File: config.mk
export PLATFORM = sky130hd
export DESIGN_NAME = m_flits_download
export DESIGN_NICKNAME = d
export VERILOG_FILES = /design/src/rtl/m_flits_download.sv
export SDC_FILE = /design/constraint.sdc
export NUM_CORES = 1
export LEC_CHECK = 0
export ABC_CLOCK_PERIOD_IN_PS = 2500
export BUFFER_PORTS_ARGS = -buffer_cell sky130_fd_sc_hd__buf_4
export CAP_MARGIN = 10
export CORE_ASPECT_RATIO = 1.25
export CORE_MARGIN = 8
export CORE_UTILIZATION = 45
export DETAILED_ROUTE_END_ITERATION = 8
export GPL_TIMING_DRIVEN = 0
export PLACE_DENSITY = 0.76
export SYNTH_ARGS = -nofsm -noshare
export SYNTH_HDL_FRONTEND = slang
export SYNTH_SLANG_ARGS = --single-unit
File: constraint.sdc
create_clock -name clk -period 2.5 [get_ports clk]
set_input_delay 0.5 -clock clk [delete_from_list [all_inputs] [get_ports clk]]
set_output_delay 0.5 -clock clk [all_outputs]
set_load 0.005 [all_outputs]
File: src/rtl/m_flits_download.sv
// m_flits_download: reassembles one ring message (head, addrhi, addrlo and up to
// 8 data halves) from a serial flit stream. It holds the message until the
// memory-side consumer acks it.
// Optional build macro M_DOWNLOAD_ERR_EN enables the sticky protocol-error flag.
// When the macro is undefined, err_out is tied low.
//
// state | meaning
// IDLE  | waiting for a head flit; non-head flits are consumed and dropped
// BUSY  | head taken, collecting body flits until tail or overflow
// FULL  | message assembled and held; input stalled until flits_ack
module m_flits_download #(
  parameter int FLIT_W    = 16,
  parameter int MAX_FLITS = 11,
  parameter int CNT_W     = 4
) (
  input  logic                           clk,
  input  logic                           rst,
  input  logic [FLIT_W-1:0]              flit_in,
  input  logic [1:0]                     ctrl_in,
  input  logic                           v_flit_in,
  output logic                           rdy_out,
  input  logic                           flits_ack,
  output logic                           v_flits_out,
  output logic [FLIT_W-1:0]              head_flit,
  output logic [FLIT_W-1:0]              addrhi,
  output logic [FLIT_W-1:0]              addrlo,
  output logic [FLIT_W*(MAX_FLITS-3)-1:0] data_out,
  output logic [CNT_W-1:0]               flits_num,
  output logic [1:0]                     fsm_state,
  output logic                           err_out
);

  typedef enum logic [1:0] {
    ST_IDLE = 2'b00,
    ST_BUSY = 2'b01,
    ST_FULL = 2'b10
  } state_t;

  state_t              state, state_nxt;
  logic [CNT_W-1:0]    cnt, cnt_nxt;
  logic [FLIT_W-1:0]   slots [MAX_FLITS];
  logic                accept;
  logic                slot_clr;
  logic                slot_wr;
  logic [CNT_W-1:0]    slot_idx;
  logic                num_ld;
  logic [CNT_W-1:0]    num_nxt;
  logic                err_set;

  assign rdy_out     = (state != ST_FULL);
  assign accept      = v_flit_in & rdy_out;
  assign v_flits_out = (state == ST_FULL);
  assign fsm_state   = state;

  // State and flit counter registers.
  always_ff @(posedge clk or negedge rst) begin
    if (!rst) begin
      state <= ST_IDLE;
      cnt   <= '0;
    end else begin
      state <= state_nxt;
      cnt   <= cnt_nxt;
    end
  end

  // Next-state decode plus the slot/count/error strobes that go with each accept.
  always_comb begin
    state_nxt = state;
    cnt_nxt   = cnt;
    slot_clr  = 1'b0;
    slot_wr   = 1'b0;
    slot_idx  = cnt;
    num_ld    = 1'b0;
    num_nxt   = flits_num;
    err_set   = 1'b0;
    case (state)
      ST_IDLE, ST_BUSY: begin
        if (accept) begin
          if (ctrl_in[0]) begin
            // A head always restarts assembly, abandoning any partial message.
            slot_clr = 1'b1;
            slot_wr  = 1'b1;
            slot_idx = '0;
            err_set  = (state == ST_BUSY);
            if (ctrl_in[1]) begin
              num_ld    = 1'b1;
              num_nxt   = CNT_W'(1);
              cnt_nxt   = '0;
              state_nxt = ST_FULL;
            end else begin
              cnt_nxt   = CNT_W'(1);
              state_nxt = ST_BUSY;
            end
          end else if (state == ST_IDLE) begin
            err_set = 1'b1;
          end else begin
            slot_wr = 1'b1;
            if (ctrl_in[1] || (cnt == CNT_W'(MAX_FLITS - 1))) begin
              // Tail, or a body flit landing in the last slot, closes the message.
              num_ld    = 1'b1;
              num_nxt   = cnt + CNT_W'(1);
              cnt_nxt   = '0;
              state_nxt = ST_FULL;
              err_set   = ~ctrl_in[1];
            end else begin
              cnt_nxt = cnt + CNT_W'(1);
            end
          end
        end
      end
      ST_FULL: begin
        if (flits_ack) state_nxt = ST_IDLE;
      end
      default: state_nxt = ST_IDLE;
    endcase
  end

  // Message slots: cleared on each head, then written one flit per accept.
  always_ff @(posedge clk or negedge rst) begin
    if (!rst) begin
      for (int i = 0; i < MAX_FLITS; i++) slots[i] <= '0;
    end else begin
      if (slot_clr) begin
        for (int i = 0; i < MAX_FLITS; i++) slots[i] <= '0;
      end
      if (slot_wr) slots[slot_idx] <= flit_in;
    end
  end

  // Flit count of the held message, updated only when a message closes.
  always_ff @(posedge clk or negedge rst) begin
    if (!rst) flits_num <= '0;
    else if (num_ld) flits_num <= num_nxt;
  end

  assign head_flit = slots[0];
  assign addrhi    = slots[1];
  assign addrlo    = slots[2];

  for (genvar g = 0; g < MAX_FLITS - 3; g++) begin : g_data
    assign data_out[FLIT_W*(MAX_FLITS-3-g)-1 -: FLIT_W] = slots[3+g];
  end

`ifdef M_DOWNLOAD_ERR_EN
  logic err_r;

  // Sticky protocol error, cleared only by reset.
  always_ff @(posedge clk or negedge rst) begin
    if (!rst) err_r <= 1'b0;
    else if (err_set) err_r <= 1'b1;
  end

  assign err_out = err_r;
`else
  logic unused_err_set;
  assign unused_err_set = err_set;
  assign err_out        = 1'b0;
`endif

endmodule
== Word level (Yosys, flattened, before mapping) ==
Cells that the tools add are included.

* Output and inout bits: 185
* Word-level logic and storage cells: 73
* Flip-flop bits (word level): 186
* Input port bits: 22

* Equality and inequality tests: 10
* Order comparisons: 2
* $add $sub $neg: 1
* Bitwise gates (word level): 2
* Reduce and logical (&&, ||, !) cells: 8
* Mux-type cells: 36

{| class="wikitable"
|+ Operator list
! operator !! count
|-
| 176-bit two-way mux || 2
|-
| 176-bit bitwise mux || 1
|-
| 16-bit demux with 4-bit select || 1
|-
| 4-bit two-way mux || 10
|-
| 16-bit two-way mux || 1
|-
| 1-bit two-way mux || 14
|-
| 2-bit two-way mux || 6
|-
| 2-bit != test (second input constant) || 4
|-
| 3-bit != test (second input constant) || 2
|-
| 6-bit AND reduction || 1
|-
| 5-bit >= comparator (second input constant) || 1
|-
| 5-bit by 1-bit < comparator with 1-bit output (second input constant) || 1
|-
| 4-bit inverter with 5-bit output || 1
|-
| 4-bit by 1-bit adder with 4-bit output (second input constant) || 1
|-
| 4-bit equality test (second input constant) || 1
|-
| 2-bit case mux with 2 select lines || 1
|-
| 4-bit AND reduction || 1
|-
| 3-bit AND reduction || 1
|-
| 2-bit by 1-bit equality test with 1-bit output (second input constant) || 1
|-
| 2-bit equality test (second input constant) || 1
|-
| 2-bit zero test || 1
|-
| 2-bit by 1-bit != test with 1-bit output (second input constant) || 1
|-
| 2-bit nonzero test || 1
|-
| 2-bit OR reduction || 1
|-
| 3 further kinds || 3
|}

== Logic depth before layout (Yosys ltp) ==
Gate-level depths: netlist of run 1.

* Word-level depth: 11
* Depth in mapped cells: 7
* Mapped depth without buffers: 6

== Worst setup path after synthesis of run 1 ==
OpenSTA, ideal clock, no wires.

* Path kind: register to register
* Start point: register cnt[2]
* End point: register slots (netlist bit head_flit[10])
* Library setup time: 0.125 ns
* Arrival: 1.727 ns
* Data required time: 2.375 ns
* Buffers on the path: 2
* Stages on the path, launching flop included: 7
* Slack: 0.648 ns
* Path through: dfrtp_1 > clkbuf_1 > nor3_1 > a31oi_1 > nor2_2 > buf_2 > mux2_2

* Longest elaborated chain between the ends: 10
* Elaborated cells on any way between the ends: 11
* Those cells by class: order compare: 2; mux: 7; bitwise: 1; reduce/logical: 1

{| class="wikitable"
|+ Ends and longest elaborated chain
! what !! line !! source
|-
| from (decl) || 40 || <nowiki>logic [CNT_W-1:0] cnt, cnt_nxt;</nowiki>
|-
| from (signal assigned) || 62 || <nowiki>cnt <= cnt_nxt;</nowiki>
|-
| 4-bit two-way mux || 79 || <nowiki>if (ctrl_in[0]) begin</nowiki>
|-
| 4-bit two-way mux || 78 || <nowiki>if (accept) begin</nowiki>
|-
| 4-bit two-way mux * || 76 || <nowiki>case (state)</nowiki>
|-
| 4-bit inverter with 5-bit output (implied by the code) * || 126 || <nowiki>if (slot_wr) slots[slot_idx] <= flit_in;</nowiki>
|-
| 5-bit >= comparator (implied by the code) / 5-bit by 1-bit < comparator with 1-bit output (equally long branches) || 126 ||
|-
| 1-bit logical AND (implied by the code) || 126 ||
|-
| 16-bit two-way mux (implied by the code) || 126 ||
|-
| 16-bit demux with 4-bit select * || 126 ||
|-
| 176-bit bitwise mux * || 126 ||
|-
| 176-bit two-way mux * || 126 ||
|-
| to (signal, indexed assignment) || 126 ||
|-
| to (decl) || 41 || <nowiki>logic [FLIT_W-1:0] slots [MAX_FLITS];</nowiki>
|}

Every way passes the cells marked *; elsewhere a longest branch is shown, timed or not.
A chain may end at the register's enable or synchronous reset.

== Worst setup path after layout of run 1 ==
* Start point: register state[0] (netlist: fsm_state[0])
* End point: register slots (netlist bit data_out[28])

* Longest elaborated chain between the ends: 11
* Elaborated cells on any way between the ends: 22
* Those cells by class: order compare: 2; eq/ne: 2; mux: 13; bitwise: 2; reduce/logical: 3

{| class="wikitable"
|+ Ends and longest elaborated chain
! what !! line !! source
|-
| from (decl) || 39 || <nowiki>state_t state, state_nxt;</nowiki>
|-
| from (signal assigned) || 61 || <nowiki>state <= state_nxt;</nowiki>
|-
| 2-bit != test || 50 || <nowiki>assign rdy_out = (state != ST_FULL);</nowiki>
|-
| 1-bit AND || 51 || <nowiki>assign accept = v_flit_in & rdy_out;</nowiki>
|-
| 4-bit two-way mux || 78 ||
|-
| 4-bit two-way mux || 76 ||
|-
| 4-bit inverter with 5-bit output (implied by the code) || 126 ||
|-
| 5-bit >= comparator (implied by the code) / 5-bit by 1-bit < comparator with 1-bit output (equally long branches) || 126 ||
|-
| 1-bit logical AND (implied by the code) || 126 ||
|-
| 16-bit two-way mux (implied by the code) || 126 ||
|-
| 16-bit demux with 4-bit select || 126 ||
|-
| 176-bit bitwise mux || 126 ||
|-
| 176-bit two-way mux * || 126 ||
|}

Marks and branches as above.

==> results of run 1 <==
worst max-delay path by stage:
stage / from / end / slack [ns] / cells after the start
2_1_floorplan: cnt[2] / head_flit[10] / 0.65 / 6
3_3_place_gp: rst / head_flit[14] / -0.26 / 1
3_5_place_dp: ctrl_in[0] / data_out[96] / -0.15 / 7
4_1_cts: fsm_state[1] / data_out[96] / 0.13 / 6
5_1_grt: fsm_state[0] / data_out[16] / 0.02 / 5
6_report: fsm_state[0] / data_out[28] / 0.14 / 4
per-layer routing:
metal / global-route usage [%] / wire, um / vias to the layer above
li1: - / - / 3107
met4: 10.4 / 814 / 0
met2: 39.0 / 12800 / 255
met1: 28.1 / 9790 / 3322
met5: 0 / 0 / -
met3: 5.62 / 1610 / 44
cells by family (layout without fill, tap and decap cells):
group | after synthesis | count (layout) | share of synthesized area (%)
XOR/XNOR | 2 | 2 | 0.231
multiplexers | 17 | 17 | 2.53
adder cells (fa/ha/maj) | 2 | 2 | 0.330
AND/OR/NAND/NOR | 374 | 374 | 20.4
AO/OA/AOI/OAI | 163 | 163 | 11.2
other | 1 | 1 | 0.0495
buffers and inverters | 74 | 312 | 3.80
flip-flops | 186 | 186 | 61.4
per-stage QoR:
stage / TNS (ns) / setup WS (ns)
after floorplan: 0 / 0.648
after global placement: -45.68 / -0.259
after detailed placement: -3.02 / -0.146
after CTS: 0 / 0.126
after global routing: 0 / 0.0197
final: 0 / 0.137
worst max-delay path, stage by stage, from the launching register on:
cell	delay, ns
dfrtp_1	0.53
nand4bb_1	0.31
nor3_1	0.74
clkbuf_1	0.44
o21ai_0	0.19
sequential cells by signal, indices dropped and copies added (netlist names):
signal / cells
cnt: 4
addrhi: 16
addrlo: 16
fsm_state: 2
data_out: 128
flits_num: 4
head_flit: 16
power by group:
group | switching, mW | leakage, nW | total (mW) | internal (mW)
clock network | 1.19 | 0.282 | 2.69 | 1.50
logic | 0.387 | 1.95 | 0.664 | 0.276
registers | 0.0752 | 2.55 | 3.20 | 3.12
layout make-up:
type	instances	area, um2
inverters	4	15.0
clock inverters	14	146
plain buffers	70	274
fillers	1494	6630
repair buffers	206	1570
clock buffers	18	439
multi-input cells	559	2640
flip-flops and latches	186	4650
well taps	220	275
cells in the final DEF, fill, tap and decap left out, types with 2 or more instances in the layout:
| cell type | netlist | routed |
|---|---|---|
| buf_4 | 1 | 205 |
| clkinv_2 | 0 | 4 |
| buf_1 | 2 | 2 |
| mux2_2 | 16 | 16 |
| clkbuf_1 | 62 | 61 |
| o21ai_0 | 140 | 140 |
| ha_1 | 2 | 2 |
| nor2b_1 | 2 | 2 |
| nand2_1 | 328 | 328 |
| dfrtp_1 | 186 | 186 |
| nor3_1 | 4 | 4 |
| nand2b_1 | 5 | 5 |
| nand3b_1 | 2 | 2 |
| bufinv_16 | 0 | 2 |
| inv_1 | 4 | 4 |
| clkbuf_16 | 0 | 17 |
| o31ai_1 | 4 | 4 |
| nor4_2 | 5 | 5 |
| nand3_1 | 17 | 17 |
| buf_2 | 5 | 5 |
| clkinvlp_4 | 0 | 3 |
| inv_6 | 0 | 2 |
| o21ai_1 | 12 | 12 |
| clkinv_4 | 0 | 3 |
| nor2_1 | 2 | 2 |
what timing repair did:
action                                  in CTS  in global routing
endpoints found under the setup margin       0                  4
resized for setup                            0                  2
setup buffers                                0                  0
==> metrics.cfg, run 1 <==
[yosys]
synth_area_leader_cell = dfrtp_1
synth.top_cell.area_share_pct = 61.4
ys_types = 39
synth_area_leaders = dfrtp_1 61%, nand2_1 16%, o21ai_0 9.2%, clkbuf_1 3.1%, mux2_2 2.4%
yosysSeqAreaShare_pct = 61.4
synth_most_common_cell = nand2_1
synth.ff_latch_count = 186
avgSynthCellArea_um2 = 9.25
ys.flop_type = dfrtp_1
yosys_warnings = 0
syn_inst = 819
netlist_top_cells_count = 328 x nand2_1, 186 x dfrtp_1, 140 x o21ai_0
syn-cell-area_mm2 = 0.00758
synth_nets = 843
async_flop_share_pct = 100
synth_edf_count = 0

[timing]
finalSetupViolCount = 0
period_needed_ns = 2.36
max_slew_margin_pct = 36.4
drv_slew = 0
grt_setup_unrepaired = false
max_freq_ghz = 0.423
whs_ns = 0.0738
timing.final.crit_share_pct = 94.5
skew_ns = 0.0128
tightest_slew_ns = 0.954
finalHoldViolCount = 0

[die]
dieArea_mm2 = 0.0213
start_util_pct = 45.5
num_rows = 53
io_pins = 207
core_area_mm2 = 0.0166
die_h_um = 161
die_w_um = 132

[detailed_routing]
wl_per_cell_um = 19.5
wirelength_um = 25000
dr.pass1.iters = 5
via_per_inst = 5.27
drc_errors = 0
drt_iter0_drc = 633
ant_nets = 0
vias = 6728

[worst_hold_path]
min_path_type = in -> async

[global_routing]
grt_pass1_vias = 6640
grt-ovfl-total = 0
antenna_found_initial = 0
grt_pass1_wl_um = 38500
grt_use_total_pct = 23.3
grt_max_degree = 103

[final_layout]
n_antenna_cell = 0
drive_above_1_share_pct = 25.4
utilization_pct = 60.2
final_area_mm2 = 0.0100
area.growth.synth_to_final_pct = 32.1
final_net_count = 1068
stdcell_count = 1277

[clocking]
cts_buffer_depth = 2
clk_pin_slew_worst_paths_ns = 0.07
clkLatencyLatePin_ns = 0.44
hold_buffers = 0
cts_tree = done
cts_max_level = 4
clockRootBuffer = clkbuf_16
cts_buffers = 17
clkSinkCount = 186

[job]
cap_viol_max_count = 0

[place]
placed_area_mm2 = 0.00943
routabilityCongestion = 0.848
dp_hpwl_um = 17500
port_buffers = 205
dpl.cell_count = 1245

[setup_path]
crit_type = reg -> reg
cp-end-kind = register
timing.rr.start = fsm_state[0]
start_kind = register
required_ns = 2.79
regToRegEndpoint = data_out[28]
crit_fanout = 10
rr_worst_depth = 4
r2r_slack_ns = 0.14
worst-endpoint-arrival_ns = 2.65

[power_and_ir_drop]
leakagePower_nw = 4.78
ir_drop_uv = 374
cellPowerDensity_mw_per_mm2 = 654
total_power_mw = 6.55

[run_status]
status = complete, no violations

No activity file was read; power rests on OpenSTA's default activity.
==> run 2, diff against run 1 <==
--- a/config.mk
+++ b/config.mk
@@ -6,14 +6,16 @@
 export NUM_CORES = 1
 export LEC_CHECK = 0
 export ABC_CLOCK_PERIOD_IN_PS = 2500
-export BUFFER_PORTS_ARGS = -buffer_cell sky130_fd_sc_hd__buf_4
 export CAP_MARGIN = 10
+export CELL_PAD_IN_SITES_DETAIL_PLACEMENT = 1
+export CELL_PAD_IN_SITES_GLOBAL_PLACEMENT = 1
 export CORE_ASPECT_RATIO = 1.25
 export CORE_MARGIN = 8
 export CORE_UTILIZATION = 45
 export DETAILED_ROUTE_END_ITERATION = 8
+export DONT_BUFFER_PORTS = 1
 export GPL_TIMING_DRIVEN = 0
-export PLACE_DENSITY = 0.76
+export PLACE_DENSITY = 0.82
 export SYNTH_ARGS = -nofsm -noshare
 export SYNTH_HDL_FRONTEND = slang
 export SYNTH_SLANG_ARGS = --single-unit
==> run 2 against run 1 <==
The run now ends with negative hold slack left. Power is 1.1% lower. Sequential share of layout area grew 8.5 points. Maximum frequency rose by 2.7%. Die area is the same. Design area shrank 15%. Flip-flop and latch count unchanged. Global-route usage rose by 1.0 points. Via count shrank 11%. Clock skew is 0.0057 ns lower. Worst hold slack got worse by 0.31 ns. Cell count fell by 16%. First-iteration DRC count is 42% lower. Critical path type unchanged. Critical endpoint is now head_flit[6]. Largest power group unchanged.
==> metrics.cfg, run 2 (synthesized netlist as in run 1, its figures left out) <==
[run_status]
status = finished, violations left
violations = negative hold slack

[clocking]
clockRootBuffer = clkbuf_16
cts_buffers = 17  ; unchanged
cts_tree = done
cts_max_level = 4  ; unchanged
cts_buffer_depth = 2  ; unchanged
cts_setup_buffers = 0  ; unchanged
clk_pin_slew_worst_paths_ns = 0.07  ; about the same
clkSinkCount = 186  ; unchanged
clkLatencyLatePin_ns = 0.43  ; about the same

[place]
dpl_worst_slack_ns = -0.0822  ; +0.0633 ns
routabilityCongestion = 0.822  ; -3.1%
dpl.cell_count = 1039  ; -17%
port_buffers = 0  ; -100%
dp_hpwl_um = 17700  ; +1.5%

[die]
io_pins = 207  ; unchanged
num_rows = 53  ; unchanged
die_h_um = 161  ; unchanged
dieArea_mm2 = 0.0213  ; unchanged
core_area_mm2 = 0.0166  ; unchanged
die_w_um = 132  ; unchanged
start_util_pct = 45.5  ; unchanged

[global_routing]
antenna_found_initial = 0  ; unchanged
grt-ovfl-total = 0  ; unchanged
grt_use_total_pct = 24.4  ; +1.0 points
grt_pass1_wl_um = 39500  ; +2.7%
grt_pass1_vias = 6335  ; -4.6%
grt_max_degree = 187  ; +82%

[final_layout]
regArea_mm2 = 0.00465  ; unchanged
final_common_cell = nand2_1
utilization_pct = 50.9  ; -9.3 points
final_net_count = 861  ; -19%
final_cell_mix = 328 x nand2_1, 186 x dfrtp_1, 140 x o21ai_0
largest_register_ffs = 128  ; unchanged
drive_above_1_share_pct = 7.20  ; -18 points
multi_input_area_mm2 = 0.00265  ; +0.43%
fillers = 1938  ; +30%
stdcell_count = 1067  ; -16%
n_antenna_cell = 0  ; unchanged
area.growth.synth_to_final_pct = 11.8

[power_and_ir_drop]
leakagePower_nw = 3.69  ; -23%
ir_drop_uv = 371  ; -0.75%
cellPowerDensity_mw_per_mm2 = 765  ; +17%
total_power_mw = 6.48  ; -1.1%

[timing]
finalSetupViolCount = 0  ; unchanged
timing.final.crit_share_pct = 92.1  ; -2.5 points
max_freq_ghz = 0.435  ; +2.7%
skew_ns = 0.00704  ; -0.00574 ns
whs_ns = -0.232  ; -0.305 ns
drv_slew = 0  ; unchanged
worst_slack_ns = 0.199  ; +0.0620 ns
max_slew_margin_pct = 30.1  ; -6.3 points
finalHoldViolCount = 186  ; +186
period_needed_ns = 2.30  ; -0.0620 ns
tightest_slew_ns = 1.05  ; +0.0944 ns
grt_setup_unrepaired = true
tns_ns = 0  ; unchanged

[detailed_routing]
wl_per_cell_um = 24.4  ; +25%
vias = 5971  ; -11%
wirelength_um = 26000  ; +4.3%
drc_errors = 0  ; unchanged
via_per_inst = 5.60  ; +6.2%
ant_nets = 0  ; unchanged
dr.pass1.iters = 6  ; +1
drt_iter0_drc = 365  ; -42%

[setup_path]
cp-end-kind = register
r2r_slack_ns = 0.20  ; +0.06 ns
regToRegEndpoint = head_flit[6]
rr_worst_depth = 6  ; +2
required_ns = 2.81  ; +0.02 ns
worst-endpoint-arrival_ns = 2.61  ; -0.04 ns
crit_fanout = 10  ; unchanged
crit_type = reg -> reg
start_kind = register
timing.rr.start = cnt[2]

[worst_hold_path]
min_path_type = in -> async

[job]
cap_viol_max_count = 0  ; unchanged

-- run 2: changes by cell type in the layout (fill, tap and decap cells not counted), sizes merged --
cell and delta:
clkinvlp -1, clkinv -4, bufinv +2, buf -206, clkbuf -1
-- run 2: worst max-delay path by stage --
stage                            start       endpoint  slack [ns]  cells past startpoint
after floorplan                 cnt[2]  head_flit[10]        0.65                      6
after global placement      ctrl_in[0]  data_out[115]        0.02                      6
after detailed placement    ctrl_in[0]  data_out[110]       -0.08                      6
after CTS                 fsm_state[0]   data_out[16]        0.09                      5
after global routing      fsm_state[0]      addrhi[7]      -0.008                      5
final                           cnt[2]   head_flit[6]        0.20                      6
-- run 2: where the power goes --
group          leakage (nW)  total (mW)  internal (mW)  switching, mW
clock                 0.295        2.86           1.69           1.17
sequential             2.55        3.24           3.12          0.117
combinational         0.840       0.381          0.121          0.259
total                  3.69        6.48           4.93           1.55
-- run 2: repair_timing --
action	4_1_cts	5_1_grt
resized for setup	0	2
setup endpoints to repair	4	33
hold endpoints to repair	186	186
-- run 2: final cells by class --
cell class,count,area share [%]
well taps,220,3.25
clock inverters,11,2.02
inverters,4,0.177
multi-input cells,559,31.3
plain buffers,69,3.17
flip-flops and latches,186,54.9
clock buffers,18,5.18
-- run 2: critical path, stage by stage (launching register included) --
cell and delay [ns]:
dfrtp_1 0.40, clkbuf_1 0.26, nor3_1 0.24, a31oi_1 0.12
nor2_2 0.44, buf_2 0.34, mux2_2 0.38
-- run 2: metal layers --
metal | wire length (um) | track usage (%) | up-vias
met5 | 0 | 0 | -
met4 | 816 | 10.3 | 0
met3 | 2070 | 7.77 | 43
met2 | 13300 | 41.6 | 196
met1 | 9860 | 27.6 | 3042
li1 | - | - | 2690
-- run 2: through the flow --
step | hold WS, ns | cell area [um2]
2_1_floorplan | 0.204 | 7580
3_3_place_gp | 0.210 | 7860
3_5_place_dp | 0.210 | 7860
4_1_cts | -0.249 | 8460
5_1_grt | -0.254 | 8470
6_report | -0.232 | 8470
==> run 3, diff against run 2 <==
--- a/config.mk
+++ b/config.mk
@@ -9,7 +9,7 @@
 export CAP_MARGIN = 10
 export CELL_PAD_IN_SITES_DETAIL_PLACEMENT = 1
 export CELL_PAD_IN_SITES_GLOBAL_PLACEMENT = 1
-export CORE_ASPECT_RATIO = 1.25
+export CORE_ASPECT_RATIO = 0.75
 export CORE_MARGIN = 8
 export CORE_UTILIZATION = 45
 export DETAILED_ROUTE_END_ITERATION = 8
==> run 3 against run 2 <==
The run still ends with negative hold slack left. Maximum frequency decreased by 2.6%. Global-route usage increased by 0.47 points. Setup slack got worse by 0.060 ns. Cell count decreased by 0.19%. Die area about the same. Sequential power about the same. Clock power decreased by 11%. Routed wire length increased by 1.3%. Highest routed layer unchanged.
==> metrics.cfg, run 3 (synthesized netlist as in run 1, its figures left out) <==
[run_status]
status = finished, violations left
violations = negative hold slack

[setup_path]
worst-endpoint-arrival_ns = 2.70  ; +0.09 ns
crit_type = reg -> reg
slowest_delay_ns = 0.62  ; +0.18 ns
cp_cell_sequence = nand4bb_1, nor4_2, clkbuf_1, nand2_1, o21ai_0
r2r_slack_ns = 0.14  ; -0.06 ns
worst-path-buf-inv = 1  ; -1
timing.rr.start = fsm_state[0]
crit_fanout = 10  ; unchanged
start_kind = register
cp_slowest_cell = nor4_2
required_ns = 2.83  ; +0.02 ns
cp-end-kind = register
crit_family = simple AND/OR/NAND/NOR gates
regToRegEndpoint = data_out[109]
rr_worst_depth = 5  ; -1

[detailed_routing]
wirelength_um = 26400  ; +1.3%
wl_per_cell_um = 24.7  ; +1.5%
dr.pass1.iters = 4  ; -2
drc_errors = 0  ; unchanged
vias = 6023  ; +0.87%
ant_nets = 0  ; unchanged
drt_iter0_drc = 429  ; +18%
via_per_inst = 5.66  ; +1.1%

[power_and_ir_drop]
power.share.clock_pct = 41.2  ; -2.9 points
cellPowerDensity_mw_per_mm2 = 734  ; -4.1%
intPower_mw = 4.54  ; -8.0%
p_sw_mw = 1.64  ; +5.9%
ir_drop_uv = 343  ; -7.5%
leakagePower_nw = 3.65  ; -0.87%
pwr-share-comb_pct = 6.4  ; +0.5 points
seqPwrFrac_pct = 52.5  ; +2.5 points
swShare_pct = 26.5  ; +2.7 points

[final_layout]
largest_register_ffs = 128  ; unchanged
drive_above_1_share_pct = 7.53  ; +0.33 points
fillers = 1900  ; -2.0%
area.growth.synth_to_final_pct = 11.1
final_net_count = 862  ; +0.12%
final_common_cell = nand2_1
stdcell_count = 1065  ; -0.19%
final_cell_mix = 328 x nand2_1, 186 x dfrtp_1, 140 x o21ai_0
n_antenna_cell = 0  ; unchanged

[clocking]
cts_buffers = 17  ; unchanged
cts_max_level = 4  ; unchanged
clkLatencyLatePin_ns = 0.43  ; about the same
clockRootBuffer = clkbuf_16
cts_buffer_depth = 2  ; unchanged
cts_tree = done
clkSinkCount = 186  ; unchanged
clk_pin_slew_worst_paths_ns = 0.07  ; about the same

[global_routing]
grt-ovfl-total = 0  ; unchanged
grt_use_total_pct = 24.8  ; +0.47 points
grt_max_degree = 187  ; unchanged
grt_pass1_wl_um = 40400  ; +2.3%
grt_pass1_vias = 6459  ; +2.0%
antenna_found_initial = 0  ; unchanged

[job]
cap_viol_max_count = 0  ; unchanged

[timing]
finalHoldViolCount = 186  ; unchanged
period_needed_ns = 2.36  ; +0.0604 ns
max_slew_margin_pct = 32.3  ; +2.2 points
max_freq_ghz = 0.423  ; -2.6%
timing.final.crit_share_pct = 94.5  ; +2.4 points
tightest_slew_ns = 1.02  ; -0.0330 ns
tns_ns = 0  ; unchanged
grt_setup_unrepaired = true
skew_ns = 0.0111  ; +0.00406 ns
whs_ns = -0.235  ; -0.00289 ns
finalSetupViolCount = 0  ; unchanged
drv_slew = 0  ; unchanged

[die]
die_w_um = 166  ; +26%
start_util_pct = 45.5  ; -0.075 points
die_h_um = 128  ; -20%
io_pins = 207  ; unchanged
num_rows = 41  ; -23%
dieArea_mm2 = 0.0213  ; about the same
core_area_mm2 = 0.0167  ; +0.17%

[place]
dpl.cell_count = 1034  ; -0.48%
port_buffers = 0  ; unchanged
routabilityCongestion = 0.816  ; -0.75%
dp_hpwl_um = 17900  ; +0.69%

[worst_hold_path]
min_path_type = in -> async

-- run 3: cell types whose count changed in the layout (fill, tap and decap cells not counted), sizes merged --
cell,previous run,this run
bufinv,4,0
clkinv,3,5
clkinvlp,2,4
inv,6,9
-- run 3: final cells by class --
cell class / instances / area (um2) / share of cell area, %
Buffer: 70 / 274 / 3.26
Clock buffer: 17 / 425 / 5.05
Clock inverter: 14 / 118 / 1.40
Inverter: 4 / 15.0 / 0.178
Multi-Input combinational cell: 559 / 2660 / 31.6
Sequential cell: 186 / 4650 / 55.3
Tap cell: 215 / 269 / 3.20
-- run 3: worst max path at each step --
| stage | startpoint | end | cells past startpoint |
|---|---|---|---|
| finish | fsm_state[0] | data_out[109] | 5 |
| global placement | ctrl_in[0] | data_out[94] | 6 |
| detailed placement | ctrl_in[0] | data_out[98] | 6 |
| CTS | fsm_state[0] | data_out[28] | 4 |
| global route | fsm_state[0] | data_out[45] | 5 |
| floorplan | cnt[2] | head_flit[10] | 6 |
-- run 3: what timing repair did --
item	CTS	global route
resized for setup	1	4
hold endpoints to repair	186	186
buffers inserted	0	0
endpoints found under the setup margin	10	38
-- run 3: power by group through the flow --
stage          logic (mW)  registers, mW  clock network [mW]
2_1_floorplan       0.258           3.25                   0
3_3_place_gp        0.374           3.30                   0
3_5_place_dp        0.391           3.30                   0
4_1_cts             0.389           3.25                2.58
5_1_grt             0.426           3.26                2.70
6_report            0.392           3.24                2.54
-- run 3: per-layer routing --
layer / vias up / share of wire, % / GRT usage, %
met4: 0 / 0.82 / 7.25
li1: 2700 / - / -
met2: 213 / 46 / 39.3
met5: - / 0 / 0
met1: 3095 / 40 / 29.4
met3: 15 / 13 / 12.7
-- run 3: per-stage QoR --
step           hold WS, ns  total power [mW]  setup WS (ns)  utilization [%]  area [um2]
3_5_place_dp         0.211              3.69         -0.115             47.1        7850
6_report            -0.235              6.18          0.138             50.5        8420
4_1_cts             -0.253              6.21         0.0888             50.3        8390
2_1_floorplan        0.204              3.51          0.648                -        7580
3_3_place_gp         0.212              3.67        -0.0105             47.1        7850
5_1_grt             -0.265              6.38        -0.0414             50.5        8420
-- run 3: worst register-to-register path, delay by kind of cell (launching register included) --
kind,cells,cell delay (ns)
AND/OR/NAND/NOR,3,1.14
AO/OA/AOI/OAI,1,0.12
flip-flops,1,0.56
buffers and inverters,1,0.44
